$ cat config.mk
export PLATFORM = sky130hd
export DESIGN_NAME = phase_sign_gen_flat
export DESIGN_NICKNAME = d
export VERILOG_FILES = /design/src/rtl/phase_sign_gen_pkg.sv /design/src/rtl/phase_sign_gen_if.sv /design/src/rtl/phase_sign_gen_ch.sv /design/src/rtl/phase_sign_gen.sv /design/src/flat_wrapper.sv
export SDC_FILE = /design/constraint.sdc
export NUM_CORES = 1
export LEC_CHECK = 0
export ABC_CLOCK_PERIOD_IN_PS = 15600
export CORE_ASPECT_RATIO = 2
export CORE_UTILIZATION = 45
export CTS_CLUSTER_SIZE = 25
export DETAILED_ROUTE_END_ITERATION = 8
export PLACE_DENSITY = 0.64
export SLEW_MARGIN = 10
export SYNTH_ARGS = -nofsm -noshare
export SYNTH_HDL_FRONTEND = slang
export SYNTH_SLANG_ARGS = --single-unit
$ cat constraint.sdc
create_clock -name clk -period 15.6 [get_ports clk]
set_clock_uncertainty 0.05 [all_clocks]
set_input_delay 4.68 -clock clk [delete_from_list [all_inputs] [get_ports clk]]
set_output_delay 4.68 -clock clk [all_outputs]
set_load 0.05 [all_outputs]
$ cat src/rtl/phase_sign_gen_pkg.sv
// Shared encodings and defaults for the N-phase simulated current-sign generator.
package phase_sign_pkg;

  typedef enum logic [1:0] {
    PSG_IDLE = 2'd0,
    PSG_RUN  = 2'd1,
    PSG_HOLD = 2'd2
  } psg_state_t;

  localparam int         PSG_HALF_60HZ = 416667;
  localparam logic [2:0] PSG_INIT_3PH  = 3'b110;

  // Stagger of phase k: ((nph-k) mod nph) * half / nph, truncated.
  function automatic longint psg_preset(input int nph, input int k, input longint half);
    return (longint'((nph - k) % nph) * half) / longint'(nph);
  endfunction

endpackage

$ cat src/rtl/phase_sign_gen_if.sv
// Control and status bundle of phase_sign_gen; the generator sits on the slave side.
interface phase_sign_gen_if #(
  parameter int NPH = 3,
  parameter int CW  = 19
);
  import phase_sign_pkg::*;

  logic           start_i;
  logic           hold_i;
  logic           step_i;
  logic           load_i;
  logic [CW-1:0]  half_in_i;
  logic [NPH-1:0] sign_o;
  logic [NPH-1:0] sign_valid_o;
  logic [NPH-1:0] edge_o;
  psg_state_t     state_o;
  logic           load_pend_o;

  modport slave (
    input  start_i, hold_i, step_i, load_i, half_in_i,
    output sign_o, sign_valid_o, edge_o, state_o, load_pend_o
  );

  modport master (
    output start_i, hold_i, step_i, load_i, half_in_i,
    input  sign_o, sign_valid_o, edge_o, state_o, load_pend_o
  );

endinterface

$ cat src/rtl/phase_sign_gen_ch.sv
// One phase: wrapping tick counter, sign flip-flop, toggle pulse and dead-zone flag.
module phase_sign_ch #(
  parameter int            CW     = 19,
  parameter logic [CW-1:0] PRESET = '0,
  parameter logic          INIT   = 1'b0,
  parameter logic [CW-1:0] HALF0  = CW'(12),
  parameter logic [CW-1:0] DZ     = '0
) (
  input  logic          clk,
  input  logic          rst,
  input  logic          tick_i,
  input  logic [CW-1:0] half_i,
  input  logic [CW-1:0] half_nxt_i,
  output logic          sign_o,
  output logic          sign_valid_o,
  output logic          edge_o,
  output logic          wrap_o
);

  logic [CW-1:0] cnt_q, cnt_d;
  logic          sign_q, sign_d;
  logic          edge_q;
  logic          vld_q, vld_d;

  function automatic logic in_window(input logic [CW-1:0] c, input logic [CW-1:0] h);
    return ($signed({1'b0, c}) >= $signed({1'b0, DZ})) && (c < (h - DZ));
  endfunction

  assign wrap_o = tick_i && (cnt_q >= (half_i - CW'(1)));

  always_comb begin
    cnt_d  = cnt_q;
    sign_d = sign_q;
    if (wrap_o) begin
      cnt_d  = '0;
      sign_d = ~sign_q;
    end else if (tick_i) begin
      cnt_d = cnt_q + CW'(1);
    end
  end

  // Judged against the half-period that is in force once this tick lands.
  always_comb begin
    vld_d = in_window(cnt_d, half_nxt_i);
  end

  always_ff @(posedge clk) begin
    if (rst) begin
      cnt_q  <= PRESET;
      sign_q <= INIT;
      edge_q <= 1'b0;
      vld_q  <= in_window(PRESET, HALF0);
    end else begin
      cnt_q  <= cnt_d;
      sign_q <= sign_d;
      edge_q <= wrap_o;
      vld_q  <= vld_d;
    end
  end

  assign sign_o       = sign_q;
  assign sign_valid_o = vld_q;
  assign edge_o       = edge_q;

endmodule

$ cat src/rtl/phase_sign_gen.sv
// N-phase current-sign stimulus source: run/hold/step control and glitch-free half-period reload.
module phase_sign_gen
  import phase_sign_pkg::*;
#(
  parameter int             NPH       = 3,
  parameter int             CW        = 19,
  parameter int             HALF      = PSG_HALF_60HZ,
  parameter int             DZ        = 0,
  parameter logic [NPH-1:0] INIT_SIGN = PSG_INIT_3PH
) (
  input logic               clk,
  input logic               rst,
  phase_sign_gen_if.slave   bus
);

  localparam logic [NPH-1:0] REF_MASK = NPH'(1);

  psg_state_t     state_q, state_d;
  logic [CW-1:0]  half_q, half_d;
  logic [CW-1:0]  pval_q, pval_d;
  logic           pend_q, pend_d;
  logic           tick;
  logic           wrap0;
  logic [NPH-1:0] wrap_w;
  logic [NPH-1:0] sign_w, vld_w, edge_w;

  assign tick  = (state_q == PSG_RUN) || ((state_q == PSG_HOLD) && bus.step_i);
  assign wrap0 = (wrap_w & REF_MASK) != '0;

  always_comb begin
    state_d = state_q;
    case (state_q)
      PSG_IDLE: if (bus.start_i) state_d = PSG_RUN;
      PSG_RUN: begin
        if (bus.hold_i)        state_d = PSG_HOLD;
        else if (!bus.start_i) state_d = PSG_IDLE;
      end
      PSG_HOLD: if (!bus.hold_i) state_d = bus.start_i ? PSG_RUN : PSG_IDLE;
      default: state_d = PSG_IDLE;
    endcase
  end

  // A load landing on the wrap tick stays pending for the following wrap.
  always_comb begin
    half_d = half_q;
    pend_d = pend_q;
    pval_d = pval_q;
    if (wrap0 && pend_q) begin
      half_d = pval_q;
      pend_d = 1'b0;
    end
    if (bus.load_i && (bus.half_in_i >= CW'(2))) begin
      pval_d = bus.half_in_i;
      pend_d = 1'b1;
    end
  end

  always_ff @(posedge clk) begin
    if (rst) begin
      state_q <= PSG_IDLE;
      half_q  <= CW'(HALF);
      pend_q  <= 1'b0;
    end else begin
      state_q <= state_d;
      half_q  <= half_d;
      pend_q  <= pend_d;
    end
  end

  always_ff @(posedge clk) begin
    pval_q <= pval_d;
  end

  for (genvar k = 0; k < NPH; k++) begin : g_ph
    localparam logic [CW-1:0] PRE = CW'(psg_preset(NPH, k, longint'(HALF)));
    phase_sign_ch #(
      .CW     (CW),
      .PRESET (PRE),
      .INIT   (INIT_SIGN[NPH-1-k]),
      .HALF0  (CW'(HALF)),
      .DZ     (CW'(DZ))
    ) u_ch (
      .clk          (clk),
      .rst          (rst),
      .tick_i       (tick),
      .half_i       (half_q),
      .half_nxt_i   (half_d),
      .sign_o       (sign_w[NPH-1-k]),
      .sign_valid_o (vld_w[NPH-1-k]),
      .edge_o       (edge_w[NPH-1-k]),
      .wrap_o       (wrap_w[k])
    );
  end

  assign bus.sign_o       = sign_w;
  assign bus.sign_valid_o = vld_w;
  assign bus.edge_o       = edge_w;
  assign bus.state_o      = state_q;
  assign bus.load_pend_o  = pend_q;

endmodule

$ cat src/flat_wrapper.sv
// flat-port wrapper written by rule: the top's interface ports become plain ports
module phase_sign_gen_flat import phase_sign_pkg::*;
#(
  parameter int             NPH       = 3,
  parameter int             CW        = 19,
  parameter int             HALF      = PSG_HALF_60HZ,
  parameter int             DZ        = 0,
  parameter logic [NPH-1:0] INIT_SIGN = PSG_INIT_3PH
)
  (clk, rst, bus_start_i, bus_hold_i, bus_step_i, bus_load_i, bus_half_in_i, bus_sign_o, bus_sign_valid_o, bus_edge_o, bus_state_o, bus_load_pend_o);
  phase_sign_gen_if #(.NPH(NPH), .CW(CW)) bus_i ();
  input logic clk;
  input logic rst;
  input wire logic [$bits(bus_i.start_i)-1:0] bus_start_i;
  input wire logic [$bits(bus_i.hold_i)-1:0] bus_hold_i;
  input wire logic [$bits(bus_i.step_i)-1:0] bus_step_i;
  input wire logic [$bits(bus_i.load_i)-1:0] bus_load_i;
  input wire logic [$bits(bus_i.half_in_i)-1:0] bus_half_in_i;
  output wire logic [$bits(bus_i.sign_o)-1:0] bus_sign_o;
  output wire logic [$bits(bus_i.sign_valid_o)-1:0] bus_sign_valid_o;
  output wire logic [$bits(bus_i.edge_o)-1:0] bus_edge_o;
  output wire logic [$bits(bus_i.state_o)-1:0] bus_state_o;
  output wire logic [$bits(bus_i.load_pend_o)-1:0] bus_load_pend_o;
  assign bus_i.start_i = bus_start_i;
  assign bus_i.hold_i = bus_hold_i;
  assign bus_i.step_i = bus_step_i;
  assign bus_i.load_i = bus_load_i;
  assign bus_i.half_in_i = bus_half_in_i;
  assign bus_sign_o = bus_i.sign_o;
  assign bus_sign_valid_o = bus_i.sign_valid_o;
  assign bus_edge_o = bus_i.edge_o;
  assign bus_state_o = bus_i.state_o;
  assign bus_load_pend_o = bus_i.load_pend_o;
  phase_sign_gen #(.NPH(NPH), .CW(CW), .HALF(HALF), .DZ(DZ), .INIT_SIGN(INIT_SIGN)) u_core (.clk(clk), .rst(rst), .bus(bus_i));
endmodule
==> impl_metrics.ini, run 1 <==
[final_layout]
total_area_of_multi_input_combinational_cells_mm2 = 0.00485
number_of_nets_in_the_layout = 992
antenna-diode-count = 0
syn_to_final_growth_pct = 10.7
area.sequential_mm2 = 0.00233
fillers = 1602
drive_gt1_frac = 0.0513

[grt]
grt-ovfl-total = 0
first_global_vias = 6133
antenna_violations_before_repair = 0
largest_net_degree_at_the_start_of_global_routing = 41
grt_pass1_wl_mm = 32.9
groute.usage.overall = 0.259

[logic_synthesis]
dominantRegCellSynth = dfxtp_1
yosys.cell_types.count = 69
synth_area_mm2 = 0.00742
postSynthAreaPerCell_um2 = 8.64
leading_area_contributor_after_synthesis = dfxtp_1
synthesis.instances = 859
synthesis.nets = 978
netlist_top_cells_area = dfxtp_1 (24%), ha_1 (16%), edfxtp_1 (7.7%), nor2_1 (6.0%), xnor2_1 (4.8%)
synthesis.yosys.warnings = 0
synth_largest_type_area_fraction = 0.237
yosys_register_bits = 107
synthArstFlopShare = 0
synth-seq-area-share = 0.314
synth_top_cells_by_count = nor2_1 (118), ha_1 (94), dfxtp_1 (88)
synth_edf_count = 19
synthMostInstantiatedCell = nor2_1

[routing]
detail_route.vias_per_cell = 5.84
post-route-drc-count = 0
wirelength_mm = 21.4
route.vias.total = 6324
drt_iter0_drc = 319
antenna_violating_nets_post_route = 0
drt-pass1-iter-count = 7
routed_wire_length_per_instance_um = 19.7

[pwr]
power_mw = 0.585
cellPowerDensity_mw_per_mm2 = 71.2
vdd_ir_drop_max_mv = 0.0479
p_leak_nw = 3.37

[cts]
htree_levels = 3
post_cts.resized_instances = 0
clock_path_buffers = 2
postCtsSetupBuffers = 0
root_buffer = clkbuf_16
clkSinkCount = 107
tritoncts_clock_tree = done
cts_buffers = 9
insertion_delay_ns = 0.37
clock_transition_at_the_register_clock_pins_on_the_worst_setup_and_hold_paths_after_cts_ns = 0.08
postCtsHoldBufs = 0

[critical_path]
timing.reg2reg.setup_slack_ns = 8.69
worstPathRequired_ns = 15.84
crit_path_start_kind = input pin
worst-path-max-fanout = 24
worst-setup-path-type = input pin to register
worstReg2RegStart = u_core.half_q[0]
worst_setup_path_startpoint = bus_step_i
worst_r2r_path_depth = 25
end_kind = register
cp_arrival_ns = 8.84

[sta]
slew_violations = 0
timing.final.setup_violations = 0
hold-worst-slack_ns = 0.460
setup_repair_after_global_routing_missed_its_margin = no
post-route-period-util = 0.551
maxSlewHeadroom = 0.308
achievable_freq_mhz = 116
final_report_hold_violation_count = 0
final_period_minus_worst_setup_slack_ns = 8.60
post-route-worst-setup-slack_ns = 7.00
totalNegativeSetupSlack_ns = 0
slew_at_the_pin_closest_to_its_max_slew_limit_ns = 1.03

[placement]
placement.setup.worst_slack_ns = 6.64
dpl.hpwl_mm = 16.9
port_buffers = 36
gp_congestion = 0.937

[die]
die_y_um = 184
placement_rows = 66
floorplan.die_area_mm2 = 0.0170
floorplan.io_pins = 37
coreArea_mm2 = 0.0162
initial_core_util = 0.458
die_width_um = 92.8

[run_status]
status = finished clean

[min_path]
min-delay-start = u_core.g_ph[0].u_ch.sign_o
timing.hold.worst_path_depth = 2
hold_class = register to register

[job]
cap_viol_max_count = 0
==> per-stage QoR <==
stage | area (µm²) | util | instances
after global placement | 7880 | 0.487 | 1066
final | 8220 | 0.508 | 1082
after CTS | 8220 | 0.508 | 1082
after detailed placement | 7880 | 0.487 | 1066
after floorplan | 7420 | - | 859
after global routing | 8220 | 0.508 | 1082
==> routing by layer <==
metal  global-route usage  vias up  wire (µm)
li1                     -     3120          -
met1                0.268     2983       8160
met2                0.476      158      11200
met3               0.0318       63        585
met4                0.175        0       1370
met5                    0        -          0
==> logic make-up (layout without fill, tap and decap cells) <==
| logic type | after synthesis | after routing | share of synthesized area |
|---|---|---|---|
| AOI/OAI and AO/OA | 148 | 148 | 0.130 |
| xor gates and xnor gates | 74 | 74 | 0.0892 |
| adders and majority gates | 102 | 102 | 0.169 |
| buffers and inverters | 50 | 69 | 0.0320 |
| DFF | 107 | 107 | 0.314 |
| muxes | 22 | 22 | 0.0305 |
| and+or+nand+nor | 356 | 356 | 0.235 |
==> power by group <==
| group | total [mW] | switching [mW] | internal [mW] |
|---|---|---|---|
| clock network | 0.259 | 0.120 | 0.139 |
| logic | 0.0336 | 0.0197 | 0.0140 |
| registers | 0.293 | 0.00547 | 0.287 |
| total | 0.585 | 0.145 | 0.441 |
==> state kept, by name, summed over array words and instances (netlist names) <==
| signal | flops |
|---|---|
| u_core.bus.load_pend_o | 1 |
| u_core.bus.state_o | 2 |
| u_core.pval_q | 19 |
| u_core.g_ph.u_ch.cnt_q | 57 |
| u_core.g_ph.u_ch.sign_valid_o | 3 |
| u_core.g_ph.u_ch.edge_o | 3 |
| u_core.g_ph.u_ch.sign_o | 3 |
| u_core.half_q | 19 |
==> path summary, 6_finish.rpt <==
kind,endpoint
worst max-delay path,u_core.g_ph[2].u_ch.sign_valid_o
worst min-delay path,u_core.g_ph[0].u_ch.sign_o
worst max register to register,u_core.g_ph[2].u_ch.sign_valid_o
worst min register to register,u_core.g_ph[0].u_ch.sign_o
==> final cells by class <==
cell class	instances	area share
clock buffer	10	0.0305
sequential	107	0.284
timing repair buffer	40	0.0475
inverter	13	0.00594
tap	204	0.0311
clock inverter	6	0.0105
multi-input combinational	702	0.591
==> critical path, stage by stage <==
cell             delay [ns]
clkdlybuf4s50_1        0.45
nand2_1                0.07
mux2i_2                0.15
buf_4                  0.31
o211a_1                0.87
mux2i_1                0.57
ha_1                   0.35
a21o_1                 0.16
a21oi_1                0.15
nor2b_1                0.06
o21ai_0                0.17
nand2b_1               0.08
a21oi_1                0.16
o211ai_1               0.09
o2111ai_1              0.12
o221ai_1               0.15
nor3_1                 0.20
==> cell usage in the layout (no fill, tap or decap), types with 18 or more instances in the layout <==
| master | count |
|---|---|
| nor2_1 | 118 |
| ha_1 | 94 |
| dfxtp_1 | 88 |
| nand2_1 | 76 |
| xnor2_1 | 41 |
| o21ai_0 | 36 |
| a21oi_1 | 36 |
| clkdlybuf4s50_1 | 36 |
| xor2_1 | 32 |
| nand3_1 | 29 |
| nand4_1 | 23 |
| mux2i_1 | 19 |
| edfxtp_1 | 19 |
| a21o_1 | 18 |
Power figures use the tool's default switching activity.
==> inputs of run 2 (changes only) <==
Settings changed: ABC_CLOCK_PERIOD_IN_PS 15600 to 8400.
Clock period 15.6 ns to 8.4 ns, I/O delays scaled along.
==> run 2 against run 1 <==
Effect of this change:
- register-to-register slack worse by 6.7 ns
- non-clock buffer count is 5 higher
- wire length increased by 1.6%
- die area stayed put
- setup slack worse by 5.0 ns
- core utilization hardly changed
- flip-flop and latch count unchanged
- global-route usage is 0.73 points higher
- clock power up 67%
- count of clock-buffer cells in the layout unchanged
- first-iteration DRC count grew 11%
- critical endpoint unchanged
==> impl_metrics.ini, run 2 (synthesis gave the netlist of run 1 again) <==
[run_status]
status = finished clean

[routing]
detail_route.vias_per_cell = 5.80
routed_wire_length_per_instance_um = 20.0
drt_iter0_drc = 354
antenna_violating_nets_post_route = 0
wirelength_mm = 21.7
drt-pass1-iter-count = 5
post-route-drc-count = 0
route.vias.total = 6302

[cts]
htree_levels = 3
cts_buffers = 9
tritoncts_clock_tree = done
clock_transition_at_the_register_clock_pins_on_the_worst_setup_and_hold_paths_after_cts_ns = 0.08
clkSinkCount = 107
root_buffer = clkbuf_16
clock_path_buffers = 2
postCtsHoldBufs = 0
insertion_delay_ns = 0.37
post_cts.resized_instances = 0
postCtsSetupBuffers = 0

[final_layout]
top_regs = u_core.g_ph.u_ch.cnt_q: 57 flops, u_core.half_q: 19 flops, u_core.pval_q: 19 flops
syn_to_final_growth_pct = 10.7
registers.top_by_ff_count = u_core.g_ph.u_ch.cnt_q
area.sequential_mm2 = 0.00233
fillers = 1636
layout.cells.most_common_list = nor2_1 (118), ha_1 (94), dfxtp_1 (88)
drive_gt1_frac = 0.0566
utilization = 0.507
most_common_cell_after_layout_fill_and_taps_aside = nor2_1
total_area_of_multi_input_combinational_cells_mm2 = 0.00485
antenna-diode-count = 0
final_area_mm2 = 0.00821
number_of_nets_in_the_layout = 997
largest_reg_flops = 57

[sta]
final_report_hold_violation_count = 0
achievable_freq_mhz = 156
final_period_minus_worst_setup_slack_ns = 6.43
timing.final.setup_violations = 0
hold-worst-slack_ns = 0.466
slew_violations = 0
setup_repair_after_global_routing_missed_its_margin = no
post-route-period-util = 0.765
slew_at_the_pin_closest_to_its_max_slew_limit_ns = 0.941
maxSlewHeadroom = 0.366
totalNegativeSetupSlack_ns = 0

[grt]
first_global_vias = 6149
grt_pass1_wl_mm = 33.8
largest_net_degree_at_the_start_of_global_routing = 29
grt-ovfl-total = 0
groute.usage.overall = 0.267
antenna_violations_before_repair = 0

[critical_path]
worst-setup-path-type = register to register
worstPathRequired_ns = 8.60
crit_path_start_kind = register
worst-path-max-fanout = 11
cp_arrival_ns = 6.63
end_kind = register

[pwr]
p_leak_nw = 3.37
clock_power_share = 0.414
cell_internal_pwr_mw = 0.776
power.share.switching = 0.255
power.switching_mw = 0.266
power.sequential.fraction = 0.524
logic_pwr_share = 0.062
cellPowerDensity_mw_per_mm2 = 127
vdd_ir_drop_max_mv = 0.0870

[die]
die_y_um = 184
coreArea_mm2 = 0.0162
initial_core_util = 0.458
die_width_um = 92.8
floorplan.die_area_mm2 = 0.0170
placement_rows = 66
floorplan.io_pins = 37

[job]
cap_viol_max_count = 0

[placement]
gp_congestion = 0.950
placement.cell_area_mm2 = 0.00792
dpl.hpwl_mm = 17.4
port_buffers = 36

[min_path]
hold_class = register to register
[run 2: changes by cell type in the layout (fill, tap and decap cells not counted), sizes merged]
cell,delta
inv,-1
bufinv,-1
buf,+5
clkinv,+1
clkinvlp,+1
[run 2: path summary, 6_finish.rpt]
path	from	end	slack, ns	cells past startpoint
min	u_core.g_ph[1].u_ch.sign_o	u_core.g_ph[1].u_ch.sign_o	0.47	2
max reg2reg	u_core.half_q[0]	u_core.g_ph[2].u_ch.sign_valid_o	1.97	22
min reg2reg	u_core.g_ph[1].u_ch.sign_o	u_core.g_ph[1].u_ch.sign_o	0.47	2
max	u_core.half_q[0]	u_core.g_ph[2].u_ch.sign_valid_o	1.97	22
[run 2: power groups by stage]
stage	Clock, mW	Combinational [mW]	Sequential [mW]
after detailed placement	0	0.0642	0.557
final	0.432	0.0645	0.546
after global placement	0	0.0634	0.557
after floorplan	0	0.0335	0.553
after CTS	0.441	0.0644	0.545
after global routing	0.463	0.0708	0.547
[run 2: layout make-up]
class                   instances  area share
clock inverters                 6     0.00685
clock buffers                  10      0.0291
multi-input cells             702       0.591
well taps                     204      0.0311
flip-flops and latches        107       0.284
inverters                      13     0.00594
repair buffers                 45      0.0521
[run 2: through the flow]
stage | instances | setup WS [ns] | power (mW)
6_report | 1087 | 1.97 | 1.04
5_1_grt | 1087 | 1.58 | 1.08
4_1_cts | 1087 | 1.99 | 1.05
3_5_place_dp | 1071 | 1.75 | 0.622
3_3_place_gp | 1071 | 1.78 | 0.621
2_1_floorplan | 859 | 2.79 | 0.587
[run 2: critical path, stage by stage (launching register included)]
cell and delay [ns]:
dfxtp_1 0.35, inv_1 0.13, ha_1 0.23, nor4b_1 0.38, nand2b_1 0.19, or4_1 0.52
xor2_1 0.40, ha_1 0.24, o211ai_1 0.09, or3_1 0.36, o21ai_0 0.30, a21oi_1 0.12
maj3_1 0.56, nor2_1 0.46, nor2_1 0.15, ha_1 0.33, nand4_1 0.09, nor2_1 0.13
nand3_1 0.12, or3_1 0.41, or3_1 0.40, o221ai_1 0.20, nor3_1 0.08
[run 2: routing by layer]
layer,routed length (µm),GRT usage,up-vias
met5,0,0,-
met4,1580,0.198,0
met3,506,0.0232,66
met2,11400,0.484,145
met1,8180,0.280,2968
li1,-,-,3123
